$ cat config.mk
export PLATFORM = sky130hd
export DESIGN_NAME = mem_access_unit
export DESIGN_NICKNAME = d
export VERILOG_FILES = /design/src/rtl/mips_mem_pkg.sv /design/src/rtl/mem_lane_align.sv /design/src/rtl/mem_access_unit.sv
export SDC_FILE = /design/constraint.sdc
export NUM_CORES = 1
export LEC_CHECK = 0
export BUFFER_PORTS_ARGS = -buffer_cell sky130_fd_sc_hd__buf_2
export CAP_MARGIN = 20
export CELL_PAD_IN_SITES_DETAIL_PLACEMENT = 1
export CELL_PAD_IN_SITES_GLOBAL_PLACEMENT = 1
export CORE_ASPECT_RATIO = 1.4
export CORE_MARGIN = 5
export CORE_UTILIZATION = 34
export CTS_CLUSTER_DIAMETER = 80
export DETAILED_ROUTE_END_ITERATION = 6
export PLACE_DENSITY = 0.82
export SLEW_MARGIN = 20
export SYNTH_ARGS = -nofsm -noshare
export SYNTH_HDL_FRONTEND = slang
export SYNTH_SLANG_ARGS = --single-unit
$ cat constraint.sdc
create_clock -name clk -period 2.25 [get_ports clk]
set_input_delay 0.45 -clock clk [delete_from_list [all_inputs] [get_ports clk]]
set_output_delay 0.45 -clock clk [all_outputs]
set_load 0.02 [all_outputs]
$ cat src/rtl/mips_mem_pkg.sv
// Shared definitions for the MEM-stage access unit: size codes, FSM encoding,
// default bus timeout and the alignment rule.
package mips_mem_pkg;

  localparam logic [1:0] MEM_BYTE = 2'b00;
  localparam logic [1:0] MEM_HALF = 2'b01;
  localparam logic [1:0] MEM_WORD = 2'b10;

  typedef enum logic [1:0] {
    S_IDLE = 2'd0,
    S_REQ  = 2'd1,
    S_DONE = 2'd2
  } state_e;

  localparam int unsigned TIMEOUT_DEF = 64;

  // Size code 2'b11 falls into the word rule.
  function automatic logic misaligned(input logic [1:0] size, input logic [1:0] lo);
    case (size)
      MEM_BYTE: misaligned = 1'b0;
      MEM_HALF: misaligned = lo[0];
      default:  misaligned = (lo != 2'b00);
    endcase
  endfunction

endpackage

$ cat src/rtl/mem_lane_align.sv
// Little-endian lane logic: byte enables plus either store replication (load=0)
// or load select and sign/zero extension (load=1).
module mem_lane_align
  import mips_mem_pkg::*;
(
  input  logic        load,
  input  logic [1:0]  size,
  input  logic        sgn,
  input  logic [1:0]  lo,
  input  logic [31:0] din,
  output logic [3:0]  be,
  output logic [31:0] dout
);

  logic [7:0]  sel_b;
  logic [15:0] sel_h;

  always_comb begin
    case (lo)
      2'd0:    sel_b = din[7:0];
      2'd1:    sel_b = din[15:8];
      2'd2:    sel_b = din[23:16];
      default: sel_b = din[31:24];
    endcase
    sel_h = lo[1] ? din[31:16] : din[15:0];
  end

  always_comb begin
    be   = 4'b1111;
    dout = din;
    case (size)
      MEM_BYTE: begin
        be   = 4'b0001 << lo;
        dout = load ? {{24{sgn & sel_b[7]}}, sel_b} : {4{din[7:0]}};
      end
      MEM_HALF: begin
        be   = lo[1] ? 4'b1100 : 4'b0011;
        dout = load ? {{16{sgn & sel_h[15]}}, sel_h} : {2{din[15:0]}};
      end
      default: ;
    endcase
  end

endmodule

$ cat src/rtl/mem_access_unit.sv
// MEM-stage data-memory access unit: req/ack bus master with lane steering and stall.
// Define MEM_TIMEOUT_EN to abort a request after TIMEOUT unacknowledged REQ cycles.
module mem_access_unit
  import mips_mem_pkg::*;
#(
  parameter int unsigned data_size = 32,
  parameter int unsigned TIMEOUT   = TIMEOUT_DEF
) (
  input  logic                 clk,
  input  logic                 rst,
  input  logic                 M_MemRead,
  input  logic                 M_MemWrite,
  input  logic [1:0]           M_MemSize,
  input  logic                 M_MemSigned,
  input  logic [data_size-1:0] M_ALU_result,
  input  logic [data_size-1:0] M_Write_Data,
  input  logic [4:0]           M_WR,
  input  logic                 M_MemtoReg,
  input  logic                 M_RegWrite,
  output logic                 dm_req,
  output logic                 dm_we,
  output logic [data_size-1:0] dm_addr,
  output logic [data_size-1:0] dm_wdata,
  output logic [3:0]           dm_be,
  input  logic                 dm_ack,
  input  logic [data_size-1:0] dm_rdata,
  output logic [data_size-1:0] M_DM_Read_Data,
  output logic [data_size-1:0] M_WD_out,
  output logic [4:0]           M_WR_out,
  output logic                 M_MemtoReg_out,
  output logic                 M_RegWrite_out,
  output logic                 mem_stall,
  output logic                 M_misalign,
  output logic                 M_bus_err
);

  state_e state_q, state_d;

  logic                 mem_op, mis, start, timeout, bus_err;
  logic [data_size-1:0] addr_q, wdata_q, rdata_q;
  logic                 we_q, sgn_q;
  logic [3:0]           be_q;
  logic [1:0]           size_q, lo_q;
  logic [3:0]           st_be, unused_ld_be;
  logic [31:0]          st_wdata, ld_data;

  assign mem_op = M_MemRead | M_MemWrite;
  assign mis    = misaligned(M_MemSize, M_ALU_result[1:0]);
  assign start  = (state_q == S_IDLE) && mem_op && !mis;

  mem_lane_align u_store (
    .load (1'b0),
    .size (M_MemSize),
    .sgn  (M_MemSigned),
    .lo   (M_ALU_result[1:0]),
    .din  (M_Write_Data),
    .be   (st_be),
    .dout (st_wdata)
  );

  // Load formatting uses the attributes captured at request time.
  mem_lane_align u_load (
    .load (1'b1),
    .size (size_q),
    .sgn  (sgn_q),
    .lo   (lo_q),
    .din  (dm_rdata),
    .be   (unused_ld_be),
    .dout (ld_data)
  );

`ifdef MEM_TIMEOUT_EN
  localparam int unsigned CntW = $clog2(TIMEOUT + 1);
  logic [CntW-1:0] cnt_q;
  logic            bus_err_q;

  // An ack on the timeout edge wins, hence the !dm_ack term.
  assign timeout = (state_q == S_REQ) && !dm_ack && (cnt_q == CntW'(TIMEOUT - 1));
  assign bus_err = (state_q == S_DONE) && bus_err_q;

  always_ff @(posedge clk or negedge rst) begin
    if (!rst) begin
      cnt_q     <= '0;
      bus_err_q <= 1'b0;
    end else begin
      if (start) begin
        cnt_q <= '0;
      end else if (state_q == S_REQ && !dm_ack) begin
        cnt_q <= cnt_q + CntW'(1);
      end
      if (state_q == S_REQ) begin
        bus_err_q <= timeout;
      end
    end
  end
`else
  logic unused_timeout;
  assign unused_timeout = |TIMEOUT;
  assign timeout        = 1'b0;
  assign bus_err        = 1'b0;
`endif

  always_ff @(posedge clk or negedge rst) begin
    if (!rst) state_q <= S_IDLE;
    else      state_q <= state_d;
  end

  always_comb begin
    state_d = state_q;
    case (state_q)
      S_IDLE:  if (start) state_d = S_REQ;
      S_REQ:   if (dm_ack || timeout) state_d = S_DONE;
      S_DONE:  state_d = S_IDLE;
      default: state_d = S_IDLE;
    endcase
  end

  always_comb begin
    dm_req     = 1'b0;
    mem_stall  = 1'b0;
    M_misalign = 1'b0;
    case (state_q)
      S_IDLE: begin
        mem_stall  = start;
        M_misalign = mem_op & mis;
      end
      S_REQ: begin
        dm_req    = 1'b1;
        mem_stall = 1'b1;
      end
      default: ;
    endcase
    if (!rst) begin
      mem_stall  = 1'b0;
      M_misalign = 1'b0;
    end
  end

  always_ff @(posedge clk or negedge rst) begin
    if (!rst) begin
      addr_q  <= '0;
      we_q    <= 1'b0;
      wdata_q <= '0;
      be_q    <= '0;
      size_q  <= '0;
      sgn_q   <= 1'b0;
      lo_q    <= '0;
      rdata_q <= '0;
    end else begin
      if (start) begin
        addr_q  <= {M_ALU_result[data_size-1:2], 2'b00};
        we_q    <= M_MemWrite;
        wdata_q <= st_wdata;
        be_q    <= st_be;
        size_q  <= M_MemSize;
        sgn_q   <= M_MemSigned;
        lo_q    <= M_ALU_result[1:0];
      end
      if (state_q == S_REQ) begin
        if (dm_ack) begin
          if (!we_q) rdata_q <= ld_data;
        end else if (timeout) begin
          rdata_q <= '0;
        end
      end
    end
  end

  assign dm_we          = we_q;
  assign dm_addr        = addr_q;
  assign dm_wdata       = wdata_q;
  assign dm_be          = be_q;
  assign M_DM_Read_Data = rdata_q;
  assign M_WD_out       = M_ALU_result;
  assign M_WR_out       = M_WR;
  assign M_MemtoReg_out = M_MemtoReg;
  assign M_RegWrite_out = M_RegWrite & ~M_misalign & ~bus_err;
  assign M_bus_err      = bus_err;

endmodule

After elaboration in Yosys (flattened, before gate mapping) --
Cells that the tools add are included.
Storage, ports and cells: register bits 106, input bits 111, output and inout port bits 144, logic and storage cells 49
Operators by class: equal/unequal tests 7, shift-type cells 1, multiplexer cells 15, bitwise operators 7, reductions and logical operators 10
Operators by type and width (count):
- 32-bit case mux with 2 select lines | 2
- 8-bit case mux with 3 select lines | 1
- 16-bit two-way mux | 1
- 2-bit by 1-bit == test with 1-bit output, second input constant | 4
- 2-bit logical NOT | 4
- 4-bit case mux with 2 select lines | 1
- 1-bit AND | 4
- 1-bit two-way mux | 4
- 2-bit two-way mux | 2
- 4-bit two-way mux | 1
- 2-bit inequality test, second input constant | 2
- 1-bit case mux with 2 select lines | 2
- 2-bit case mux with 2 select lines | 1
- 1-bit by 2-bit left shift with 4-bit output, first input constant | 1
- 3-bit AND reduction | 1
- 2-bit == test, second input constant | 1
- 1-bit logical AND | 2
- 1-bit inverter | 2
- 2-bit AND reduction | 1
- 2-bit nonzero test | 1
- 1-bit logical NOT | 1
- 1-bit OR | 1

Logic depth before layout (Yosys ltp) --
depth in word-level cells 7, gate-level depth with buffers 7, gate-level depth less buffers 4

By module --
A second synthesis with hierarchy kept.
Second synthesis, totals: cell total of the unflattened synthesis 589, area, all modules 6362.4 um2
Modules (own cells, without submodules):
- mem_access_unit | instances 1, cells an instance 295, area an instance 4410.5 um2, seq. area each 2652.5 um2
- mem_lane_align | instances 2, cells an instance 147, area an instance 975.9 um2, seq. area each 0.0 um2

Least setup slack after synthesis --
OpenSTA, ideal clock, no wires.
kind input -> output, start in M_MemSize[0], end out mem_stall, arrival time 1.898 ns, data required time 1.800 ns, setup slack -0.098 ns, cell stages on the path 7, buffers on the path 3, cells stage by stage clkbuf_1 a21o_1 a211oi_2 buf_4 buf_6 nor2_1 nor3_1
On the way: longest elaborated chain between the ends 6, elaborated cells on any way between the ends 7, those cells by class eq/ne (1); mux (3); reduce/logical (3)
Ends and longest elaborated chain:
- start: declaration | RTL line mem_access_unit.sv:13 | input logic [1:0] M_MemSize,
- 2-bit by 1-bit == test with 1-bit output or 2-bit logical NOT (tied branches) | RTL line mips_mem_pkg.sv:19 | case (size)
- 1-bit case mux with 2 select lines * | RTL line mips_mem_pkg.sv:19
- 1-bit logical NOT * | RTL line mem_access_unit.sv:49 | assign start = (state_q == S_IDLE) && mem_op && !mis;
- 1-bit logical AND * | RTL line mem_access_unit.sv:49
- 1-bit case mux with 2 select lines * | RTL line mem_access_unit.sv:122 | case (state_q)
- 1-bit two-way mux * | RTL line mem_access_unit.sv:133 | if (!rst) begin
- end: declaration | RTL line mem_access_unit.sv:32 | output logic mem_stall,
Mark *: on every way between the ends. The rest lies on a longest branch, timed or not.

Worst setup path in the final report --
start reg state_q[0], end out mem_stall
On the way: longest elaborated chain between the ends 5, elaborated cells on any way between the ends 6, those cells by class eq/ne (1); mux (2); reduce/logical (3)
Ends and longest elaborated chain:
- start: declaration | RTL line mem_access_unit.sv:37 | state_e state_q, state_d;
- start signal: assignment | RTL line mem_access_unit.sv:105 | else state_q <= state_d;
- 2-bit logical NOT | RTL line mem_access_unit.sv:49, mem_access_unit.sv:122
- 1-bit logical AND (2 in a row) | RTL line mem_access_unit.sv:49
- 1-bit case mux with 2 select lines * | RTL line mem_access_unit.sv:122
- 1-bit two-way mux * | RTL line mem_access_unit.sv:133
Marked as above.

==> results.yml <==
synth:
  async_flop_share_pct: 100
  synth_seq_cells: 106
  yosysTopAreaCell: "dfrtp_1"
  syn_area_mm2: 0.00514
  synth_area_per_cell_um2: 10.8
  synth_compound_gate_area_share_pct: 13.7
  synthXorXnorAreaFrac_pct: 0
  synth_enable_flop_cells: 0
  synthAdderAreaFrac_pct: 0
  synth_ff_type: "dfrtp_1"
  ys_seq_area_share_pct: 51.6
  yosys_warnings: 0
  synthMuxAreaShare_pct: 16.4
  post_synth_inst_count: 476
  synth_top_family_by_area: "multiplexers"
  yosys.area_share.simple_pct: 8.88
  ys_top_cells_by_area: "dfrtp_1 52%, mux2_2 7.7%, buf_4 6.6%"
  synth_cell_type_count: 41
  yosysTopAreaCellShare_pct: 51.6
power_and_ir_drop:
  p_per_area_mw_per_mm2: 1370
  vdd_drop_max_mv: 0.603
  p_leak_nw: 3.26
  p_total_mw: 9.14
timing:
  fin_skew_ns: 0.00634
  min_period_ns: 2.11
  rsz0062_at_grt: "false"
  fin_tns_setup_ns: 0
  drv_slew: 0
  tightest_slew_ns: 0.713
  period_share_pct: 93.9
  finalHoldViolCount: 0
  max_clock_freq_mhz: 473
  slew_headroom_pct: 52.4
  setup_viol: 0
floorplan:
  row_count: 53
  die_w_um: 114
  dieArea_mm2: 0.0177
  die_y_um: 156
  start_util_pct: 34.5
  core-area_mm2: 0.0149
  num_io_pins: 255
detailed_routing:
  ant_nets: 0
  viasPerCell: 4.99
  dr.pass1.iters: 4
  drc: 0
  vias: 4370
  drt_iter0_markers: 208
  drt-total-wl_mm: 16.6
  routedWlPerCell_um: 18.9
cells_and_area:
  fillers: 1769
  final_layout_size_suffix_gt1_share_pct: 46.3
  multi_input_area_mm2: 0.00205
  regArea_mm2: 0.00265
  diodes: 0
  nNetsFinal: 789
  areaGrowthSynthToFinish_pct: 29.2
clock_tree:
  clock-sinks: 106
  cts_buffer_depth: 2
  clk_latency_ns: 0.34
  clockRootBuffer: "clkbuf_16"
  cts_max_level: 3
  cts_inserted_buffers: 9
  clk_pin_slew_worst_paths_ns: 0.08
  cts_tree: "done"
grt:
  antenna_found_initial: 0
  grt_max_degree: 55
  grt_first_pass_wirelength_mm: 26.4
  grt_pass1_vias: 4835
  grt.total_usage_pct: 18.8
  grt_overflow: 0
setup_path:
  required_ns: 1.80
  arrival_ns: 1.66
  cp-end-kind: "primary output"
  worst_path_largest_cell_delay_ns: 0.41
  worstPathMaxFanout: 4
  critPathLaunchType: "register"
  path_cells: "o21bai_2 > a211oi_4 > nor2_1 > nor3_2 > buf_2"
  critPathKind: "register to primary output"
  path_delay_family: "compound AO/OA/AOI/OAI gates"
  slowest_stage: "dfrtp_1"
  worst-path-buf-inv: 1
hold_path:
  min_path_type: "input pin to async pin"
placement:
  numPortBuffers: 239
  gp_congestion: 0.919
  hpwlAfterDp_mm: 13.3
run:
  maxCapViolCount: 0
status:
  outcome: "finished, final reports clean"
per-layer routing:
metal | part of all wire [%] | global-route usage [%] | wire length, µm
met5 | 0 | 0 | 0
met3 | 6.9 | 4.12 | 1150
met1 | 38 | 21.8 | 6310
met2 | 52 | 33.6 | 8630
met4 | 2.9 | 7.02 | 473
stage by stage:
step,hold slack [ns],cells,worst slack [ns],cell area [µm²],utilization [%]
3_3_place_gp,0.274,857,0.130,6310,42.3
6_report,0.272,875,0.137,6650,44.5
3_5_place_dp,0.275,857,0.0760,6310,42.3
5_1_grt,0.319,875,0.0517,6650,44.5
4_1_cts,0.296,875,0.0434,6640,44.5
2_1_floorplan,0.154,478,0.0716,5160,-
sequential cells by signal (all words and copies together), names as in the netlist:
name	count
M_DM_Read_Data	32
dm_wdata	32
dm_addr	30
dm_be	4
lo_q	2
size_q	2
state_q	2
dm_we	1
sgn_q	1
what timing repair did:
item,in CTS,in global routing
endpoints found under the setup margin,1,1
setup buffers,1,0
hold endpoints to repair,5,0
pin swaps,1,0
resized for setup,0,1
cloned,0,0
hold buffers,1,0
cells in the mapped netlist, drive strengths merged (3+ instances only):
master,count
o31ai,7
o2bb2ai,6
inv,6
a211oi,7
nor2,46
a21oi,50
o21ai,13
mux2i,27
dfrtp,106
mux2,51
a21o,8
nand2,35
a22oi,7
buf,59
clkbuf,11
a31oi,3
nor2b,10
kinds of logic after synthesis:
group,Yosys count
AO/OA/AOI/OAI,111
flip-flops,106
AND/OR/NAND/NOR,104
multiplexers,78
buffers and inverters,76
other,1
area by class of cell:
type / count / area share, %
Sequential cell: 106 / 39.9
Multi-Input combinational cell: 296 / 30.9
Timing Repair Buffer: 259 / 20.5
Tap cell: 192 / 3.62
Clock buffer: 10 / 3.45
Clock inverter: 6 / 1.26
Inverter: 6 / 0.339
power breakdown:
group          switching (mW)  internal [mW]
clock                   0.762          0.895
combinational            2.54           1.55
sequential              0.602           2.78
worst paths after layout:
check	depth (start not counted)	slack (ns)	start	end
min in group clk	2	0.33	M_ALU_result[27]	dm_addr[27]
setup / recovery	5	0.14	state_q[0]	mem_stall
setup reg to reg	5	0.28	state_q[0]	dm_wdata[7]
max in group asynchronous	2	1.47	rst	dm_wdata[25]
hold reg to reg	1	0.48	dm_addr[18]	dm_addr[18]
hold / removal	2	0.27	rst	dm_be[0]
cell usage in the layout, fill, tap and decap left out, types with 2 or more instances in the layout:
master     count
inv_6          3
a31oi_1        3
nor2_1        46
a21o_1         8
mux2_2        35
and2_1         2
a211oi_1       6
o22ai_2        2
mux2_1        16
nand2_1       35
buf_4         19
o31ai_1        7
o21ai_0       13
clkbuf_16      9
nor2b_1       10
mux2i_1       27
dfrtp_1      106
a22oi_1        7
nand3b_1       2
buf_2        238
a22o_1         2
conb_1         3
o2bb2ai_1      6
inv_1          6
a21oi_1       50
No activity file was read; power rests on OpenSTA's default activity.
